$ cat config.mk
export PLATFORM = sky130hd
export DESIGN_NAME = pipe_ctrl
export DESIGN_NICKNAME = d
export VERILOG_FILES = /design/src/rtl/pipe_pkg.sv /design/src/rtl/hazard_detect.sv /design/src/rtl/pipe_ctrl.sv
export SDC_FILE = /design/constraint.sdc
export NUM_CORES = 1
export LEC_CHECK = 0
export ABC_AREA = 0
export CORE_ASPECT_RATIO = 1.5
export CORE_UTILIZATION = 46
export DETAILED_ROUTE_END_ITERATION = 6
export HOLD_SLACK_MARGIN = 0.1
export PLACE_DENSITY = 0.88
export SKIP_LAST_GASP = 1
export SLEW_MARGIN = 20
export SYNTH_ARGS = -nofsm -noshare
export SYNTH_HDL_FRONTEND = slang
export SYNTH_SLANG_ARGS = --single-unit
$ cat constraint.sdc
create_clock -name clk -period 4.4 [get_ports clk]
set_clock_uncertainty 0.15 [all_clocks]
set_input_delay 0.88 -clock clk [delete_from_list [all_inputs] [get_ports clk]]
set_output_delay 0.88 -clock clk [all_outputs]
set_load 0.05 [all_outputs]
$ cat src/rtl/pipe_pkg.sv
// Shared types and constants for the pipeline stall controller.
package pipe_pkg;

    typedef enum logic [1:0] {
        ST_RUN     = 2'd0,
        ST_HALTING = 2'd1,
        ST_HALTED  = 2'd2,
        ST_STEP    = 2'd3
    } state_t;

    localparam int unsigned DRAIN_DEF = 4;
    localparam int unsigned REG_W     = 5;

    // Stage order, earliest first; a stall depth of d stalls stages [0, d).
    localparam int unsigned STG_FE = 0;
    localparam int unsigned STG_DC = 1;
    localparam int unsigned STG_EX = 2;
    localparam int unsigned STG_ME = 3;
    localparam int unsigned STG_WB = 4;
    localparam int unsigned NSTG   = 5;

    localparam int unsigned DEPTH_W = 3;
    typedef logic [DEPTH_W-1:0] depth_t;

    localparam depth_t D_NONE = depth_t'(0);
    localparam depth_t D_FE   = depth_t'(STG_FE + 1);
    localparam depth_t D_LU   = depth_t'(STG_DC + 1);
    localparam depth_t D_MEM  = depth_t'(STG_ME + 1);
    localparam depth_t D_ALL  = depth_t'(NSTG);

    function automatic logic [NSTG-1:0] prefix_mask(input depth_t depth);
        logic [NSTG-1:0] m;
        m = '0;
        for (int unsigned i = 0; i < NSTG; i++) begin
            m[i] = (DEPTH_W'(i) < depth);
        end
        return m;
    endfunction

endpackage

$ cat src/rtl/hazard_detect.sv
// Load-use hazard detection between execute-stage load and decode-stage sources.
module hazard_detect
    import pipe_pkg::*;
(
    input  logic             ex_is_load,
    input  logic [REG_W-1:0] ex_rd,
    input  logic [REG_W-1:0] dc_rs1,
    input  logic [REG_W-1:0] dc_rs2,
    input  logic             dc_use_rs1,
    input  logic             dc_use_rs2,
    output logic             lu_c
);

    logic hit_rs1;
    logic hit_rs2;

    assign hit_rs1 = dc_use_rs1 && (dc_rs1 == ex_rd);
    assign hit_rs2 = dc_use_rs2 && (dc_rs2 == ex_rd);
    // x0 never carries a real dependency
    assign lu_c    = ex_is_load && (ex_rd != '0) && (hit_rs1 || hit_rs2);

endmodule

$ cat src/rtl/pipe_ctrl.sv
// Central stall controller: hazard/memory stalls, debug halt/step FSM and stall counter.
module pipe_ctrl
    import pipe_pkg::*;
#(
    parameter int unsigned DRAIN = DRAIN_DEF,
    parameter int unsigned CW    = 16
) (
    input  logic             clk,
    input  logic             rst,
    input  logic             ex_is_load,
    input  logic [REG_W-1:0] ex_rd,
    input  logic [REG_W-1:0] dc_rs1,
    input  logic [REG_W-1:0] dc_rs2,
    input  logic             dc_use_rs1,
    input  logic             dc_use_rs2,
    input  logic             mem_busy,
    input  logic             halt_req,
    input  logic             step_req,
    input  logic             resume_req,
    input  logic             cnt_clr,
    output logic             s_fe,
    output logic             s_dc,
    output logic             s_ex,
    output logic             s_me,
    output logic             s_wb,
    output logic             halted,
    output logic [CW-1:0]    stall_cnt
);

    localparam int unsigned DW = $clog2(DRAIN + 1);

    state_t          state;
    state_t          state_nxt;
    logic [DW-1:0]   drain;
    logic [DW-1:0]   drain_nxt;
    logic            lu;
    depth_t          base_depth;
    depth_t          depth;
    logic [NSTG-1:0] stall_mask;

    hazard_detect u_hazard (
        .ex_is_load (ex_is_load),
        .ex_rd      (ex_rd),
        .dc_rs1     (dc_rs1),
        .dc_rs2     (dc_rs2),
        .dc_use_rs1 (dc_use_rs1),
        .dc_use_rs2 (dc_use_rs2),
        .lu_c       (lu)
    );

    // Memory wait outranks load-use
    assign base_depth = mem_busy ? D_MEM : (lu ? D_LU : D_NONE);

    // State and drain counter register
    always_ff @(posedge clk or posedge rst) begin
        if (rst) begin
            state <= ST_RUN;
            drain <= '0;
        end else begin
            state <= state_nxt;
            drain <= drain_nxt;
        end
    end

    // Next-state logic
    always_comb begin
        state_nxt = state;
        drain_nxt = drain;
        case (state)
            ST_RUN: begin
                if (halt_req) begin
                    state_nxt = ST_HALTING;
                    drain_nxt = DW'(DRAIN);
                end
            end
            ST_HALTING: begin
                if (!mem_busy) begin
                    drain_nxt = drain - DW'(1);
                    if (drain == DW'(1)) begin
                        state_nxt = ST_HALTED;
                    end
                end
            end
            ST_HALTED: begin
                if (resume_req) begin
                    state_nxt = ST_RUN;
                end else if (step_req) begin
                    state_nxt = ST_STEP;
                end
            end
            ST_STEP: begin
                state_nxt = ST_HALTING;
                drain_nxt = DW'(DRAIN);
            end
            default: begin
                state_nxt = ST_RUN;
            end
        endcase
    end

    // Output decode: stall depth per state, halted from state only
    always_comb begin
        depth  = D_NONE;
        halted = 1'b0;
        case (state)
            ST_RUN:     depth = base_depth;
            ST_HALTING: depth = (base_depth > D_FE) ? base_depth : D_FE;
            ST_HALTED: begin
                depth  = D_ALL;
                halted = 1'b1;
            end
            ST_STEP:    depth = D_NONE;
            default:    depth = D_NONE;
        endcase
    end

    assign stall_mask = prefix_mask(depth);
    assign s_fe = stall_mask[STG_FE];
    assign s_dc = stall_mask[STG_DC];
    assign s_ex = stall_mask[STG_EX];
    assign s_me = stall_mask[STG_ME];
    assign s_wb = stall_mask[STG_WB];

    // Saturating count of RUN cycles with fetch stalled; clear has priority
    always_ff @(posedge clk or posedge rst) begin
        if (rst) begin
            stall_cnt <= '0;
        end else if (cnt_clr) begin
            stall_cnt <= '0;
        end else if ((state == ST_RUN) && s_fe && (stall_cnt != '1)) begin
            stall_cnt <= stall_cnt + CW'(1);
        end
    end

endmodule

# Yosys cells after proc, flatten, opt, wreduce, memory -nomap -nowiden
# Index checks and enable logic that the tools add are counted.
[op_classes]
add_sub_neg = 2
n_mul = 0
div = 0
order_cmp = 6
n_eq_ne = 11
shifts = 0
muxes = 16
bitwise = 0
reduce_logical = 13
[ops]
columns = ["cell", "count"]
rows = [
  ["$mux 16", 2],
  ["$add 16x1->16 const B", 1],
  ["$ne 16x16->1 const B", 1],
  ["$mux 2", 6],
  ["$mux 3", 4],
  ["$pmux 3 s4", 1],
  ["$eq 5x5->1", 2],
  ["$pmux 3 s3", 1],
  ["$pmux 2 s4", 1],
  ["$logic_and 1x1->1", 6],
  ["$lt 1x3->1 const A", 2],
  ["$lt 2x3->1 const A", 2],
  ["$ne 2x2->1 const B", 3],
  ["$reduce_bool 5->1", 1],
  ["$eq 2x2->1 const B", 2],
  ["$reduce_and 4->1", 1],
  ["$eq 3x1->1 const B", 1],
  ["$gt 3x1->1 const B", 1],
  ["$lt 3x3->1 const A", 1],
  ["$ne 3x3->1 const B", 1],
  ["$reduce_and 3->1", 1],
  ["$reduce_bool 3->1", 1],
  ["$sub 3x1->3 const B", 1],
  ["$eq 2x1->1 const B", 1],
  ["4 further kinds", 4],
]
[totals]
regBits = 21
latch_bits = 0
ram_bits = 0
mem_bits_ro = 0
in_bits = 25
output_inout_bits = 22
word_cells = 51
mem_count = 0

# Depth between registers and ports, before layout
[logic_depth]
ltp_word = 14
mapped_depth = 10
depth_no_buf = 7

# By module
# A second synthesis with hierarchy kept.
[unflattened]
cells_unflattened = 166
hier_area_um2 = 1497.7
[by_module_without_submodules]
columns = ["module", "n_inst", "cells_per_inst", "area_per_inst_um2", "seq_area_each_um2"]
rows = [
  ["pipe_ctrl", 1, 149, 1363.8, 525.5],
  ["hazard_detect", 1, 17, 133.9, 0.0],
]

# Worst setup path after synthesis
# Ideal clock, no wire load.
[synth_path]
path_type = "input-to-output"
from = "in ex_rd[2]"
to = "out s_fe"
arrival_time_ns = 2.762
required_ns = 3.370
path_slack_ns = 0.608
path_stages = 7
n_path_buf = 2
path_cell_list = "xor2_1 -> nor4_2 -> a32oi_2 -> o22a_1 -> buf_2 -> clkbuf_1 -> nor2_1"
[synth_via]
elab_chain_cells = 10
word_cells_on_any_way = 14
cone_classes = "order compare (2); eq/ne (2); mux (4); reduce/logical (6)"
[synth_lines]
columns = ["item", "line", "text"]
rows = [
  ["start, declared", "pipe_ctrl.sv:11", "input logic [REG_W-1:0] ex_rd,"],
  ["$eq 5x5->1 (on tied branches)", "hazard_detect.sv:17, hazard_detect.sv:18", ""],
  ["$logic_and 1x1->1 (on tied branches)", "hazard_detect.sv:17, hazard_detect.sv:18", ""],
  ["$logic_or 1x1->1", "hazard_detect.sv:20", "assign lu_c = ex_is_load && (ex_rd != '0) && (hit_rs1 || hit_rs2);"],
  ["$logic_and 1x1->1 *", "hazard_detect.sv:20", ""],
  ["$mux 2 *", "pipe_ctrl.sv:52", "assign base_depth = mem_busy ? D_MEM : (lu ? D_LU : D_NONE);"],
  ["$mux 3 *", "pipe_ctrl.sv:52", ""],
  ["$gt 3x1->1", "pipe_ctrl.sv:107", "ST_HALTING: depth = (base_depth > D_FE) ? base_depth : D_FE;"],
  ["$mux 3", "pipe_ctrl.sv:107", ""],
  ["$pmux 3 s4 *", "pipe_ctrl.sv:105", "case (state)"],
  ["$lt 1x3->1 *", "pipe_pkg.sv:35", "m[i] = (DEPTH_W'(i) < depth);"],
  ["end, declared", "pipe_ctrl.sv:21", "output logic s_fe,"],
]
# Mark *: on every way between the ends. The rest lies on a longest branch, timed or not.

# Worst setup path in the final report
[layout_path]
from = "in ex_rd[0]"
to = "out s_fe"
# The elaborated chain is that of the path after synthesis.

==> run_results.csv <==
group,metric,value,unit
outcome,outcome,"complete, no violations",
cts,clk_latency,0.27,ns
min_path,hold_class,"flop to flop",
critical_path,cp_max_fo,5,
placed_design,post-place-cells,246,
pwr,ir_drop,0.000678,V
synth,synthArstFlopShare,1.00,
synth,ys_ff_latch,21,
cells_and_area,syn_to_final_growth,33.5,%
cells_and_area,fill_cells,283,
global_routing,grt_use_total,0.219,
pwr,pwr-share-comb,0.556,
timing,rsz0062_at_grt,"no",
cts,ctsResizeCount,0,
global_routing,grt_max_degree,29,
min_path,hold_start,"drain[2]",
cells_and_area,antenna_cells,0,
timing,whs,0.333,ns
die,io_pins,47,
critical_path,criticalPathCategory,"input pin to output pin",
synth,synth-main-ff-cell,"dfrtp_1",
die,placementRows,25,
synth,synthCells,171,
die,die-area,0.00354,mm²
cells_and_area,nets,242,
drt,drt_iter0_drc,23,
cells_and_area,layout_common_cells,"clkdlybuf4s50_1 (44), dfrtp_1 (21), a21oi_1 (14), o31ai_1 (12)",
critical_path,cp-end-kind,"output pin",
synth,synth_nets,202,
placed_design,port-buffer-count,46,
timing,max_freq,0.269,GHz
die,initial_core_util,0.480,
pwr,p_int,447,µW
synth,yosys_warnings,0,
synth,synth_cell_types,42,
min_path,holdPathStages,1,
drt,ant_nets,0,
pwr,powerDensity,412,mW/mm²
synth,synth_edf_count,0,
timing,fin_crit_sh,0.845,
synth,synthesis.area,0.00152,mm²
timing,setup_tns,0,ns
synth,syn_area_per_cell,8.87,µm²
critical_path,reg2reg_setup_slack,1.76,ns
critical_path,r2r-end,"stall_cnt[3]",
pwr,p_clk_frac,0.159,
cts,htree_num_levels,1,
critical_path,critPathRequiredTime,3.37,ns
synth,synth_top_area_cell,"dfrtp_1",
cts,cts_root_buffer,"clkbuf_8",
global_routing,grt_antenna_before_repair,0,
drt,vias,1447,
cells_and_area,fin_cells,250,
die,die_y,72.3,µm
cts,hold_buffers,0,
timing,finalSetupViolations,0,
global_routing,grt_overflow,0,
drt,wl_per_cell,14.4,µm
synth,ys_seq_area_frac,0.347,
cells_and_area,drive_gt1_frac,0.0714,
drt,firstDrtPassIters,4,
pwr,p_total,833,µW
critical_path,rr_startpoint,"state[1]",
die,core_region_area,0.00316,mm²
timing,finalMaxSlewViolations,0,
cts,cts_tree,"done",
cells_and_area,multi_input_comb_area,886,µm²
cts,numCtsBuffers,3,
pwr,p_switching,386,µW
min_path,whs_endpoint,"drain[2]",
pwr,seqPwrFrac,0.285,
cells_and_area,seq_area,526,µm²
cts,cts_sinks,21,
drt,finalWirelength,3600,µm
critical_path,critical_path_arrival,2.69,ns
timing,worstMarginPinSlew,0.858,ns
critical_path,start_kind,"input pin",
die,die_width,48.9,µm
placed_design,place.detailed.hpwl,2690,µm
timing,finalCriticalPeriod,3.72,ns
cells_and_area,utilization,0.641,
cts,cts_buffer_depth,2,
timing,hold_viol_final,0,
cts,clkTransAtPathRegs,0.08,ns
global_routing,grt_pass1_vias,1359,
timing,slew_headroom,0.428,
critical_path,reg2regPathDepth,7,
cells_and_area,layout_commonest_cell,"clkdlybuf4s50_1",
cts,cts_setup_buffers,0,
pwr,sw_frac_of_total,0.463,
global_routing,grt_pass1_wl,6030,µm
synth,yosysTopAreaCellShare,0.347,
placed_design,gp_congestion,0.719,
pwr,p_leak,0.790,nW
drt,vias_per_cell,5.79,
run,max_cap_violations,0,
synth,synth_area_leaders,"dfrtp_1 (35%), o31ai_1 (5.9%), or4_1 (5.4%)",
drt,post-route-drc-count,0,
==> layer usage <==
layer | global-route usage | vias to the layer above | part of all wire
met5 | 0 | - | 0
met4 | 0.105 | 0 | 0.019
met3 | 0.0210 | 7 | 0.023
met2 | 0.409 | 31 | 0.55
met1 | 0.246 | 703 | 0.41
li1 | - | 706 | -
==> registers in the layout, summed over array words and instances, names as in the netlist <==
| register | count |
|---|---|
| stall_cnt | 16 |
| drain | 3 |
| state | 2 |
==> critical path: stages <==
cell	delay, ns
clkdlybuf4s50_1	0.49
xor2_1	0.20
nor4_1	0.34
a32oi_2	0.15
o22a_1	0.26
nor2_1	0.20
buf_12	0.17
==> worst max path at each step <==
stage          slack, ns    to     start  depth (start not counted)
6_report            0.68  s_fe  ex_rd[0]                          7
5_1_grt             0.55  s_fe  ex_rd[0]                          7
4_1_cts             0.68  s_fe  ex_rd[0]                          7
3_5_place_dp        0.68  s_fe  ex_rd[0]                          7
3_3_place_gp        0.73  s_fe  ex_rd[0]                          7
2_1_floorplan       0.61  s_fe  ex_rd[2]                          7
==> area by class of cell <==
class,instances,area share
multi-input cells,127,0.438
clock inverters,1,0.00247
well taps,40,0.0247
flip-flops and latches,21,0.260
repair buffers,47,0.235
clock buffers,3,0.0204
inverters,11,0.0204
==> stage by stage <==
step,cell area [µm²],setup WS [ns]
floorplan,1520,0.608
global placement,1980,0.730
detailed placement,1980,0.683
CTS,2020,0.675
global route,2020,0.547
finish,2020,0.681
==> Yosys cell counts (all sizes together), types with 6 or more instances <==
cell type	instances
dfrtp	21
clkbuf	6
nand4	6
buf	6
xor2	8
o21ai	8
ha	6
inv	11
nor2	9
a21oi	14
o31ai	12
nand2	7
or4	11
==> power by group through the flow <==
stage                     Combinational, mW  Clock (mW)  Sequential [mW]
final                                 0.463       0.133            0.238
after global routing                  0.506       0.141            0.241
after CTS                             0.464       0.134            0.238
after detailed placement              0.463           0            0.241
after global placement                0.454           0            0.241
after floorplan                       0.327           0            0.256
==> cells by family (layout without fill, tap and decap cells) <==
kind of cell,count (synthesis),in the layout,share of synthesized area
AO/OA/AOI/OAI,43,43,0.188
XOR/XNOR,10,10,0.0578
adder cells (fa/ha/maj),6,6,0.0495
buffers and inverters,23,62,0.0693
flip-flops,21,21,0.347
multiplexers,6,6,0.0421
AND/OR/NAND/NOR,62,62,0.247
No activity file was read; power rests on OpenSTA's default activity.
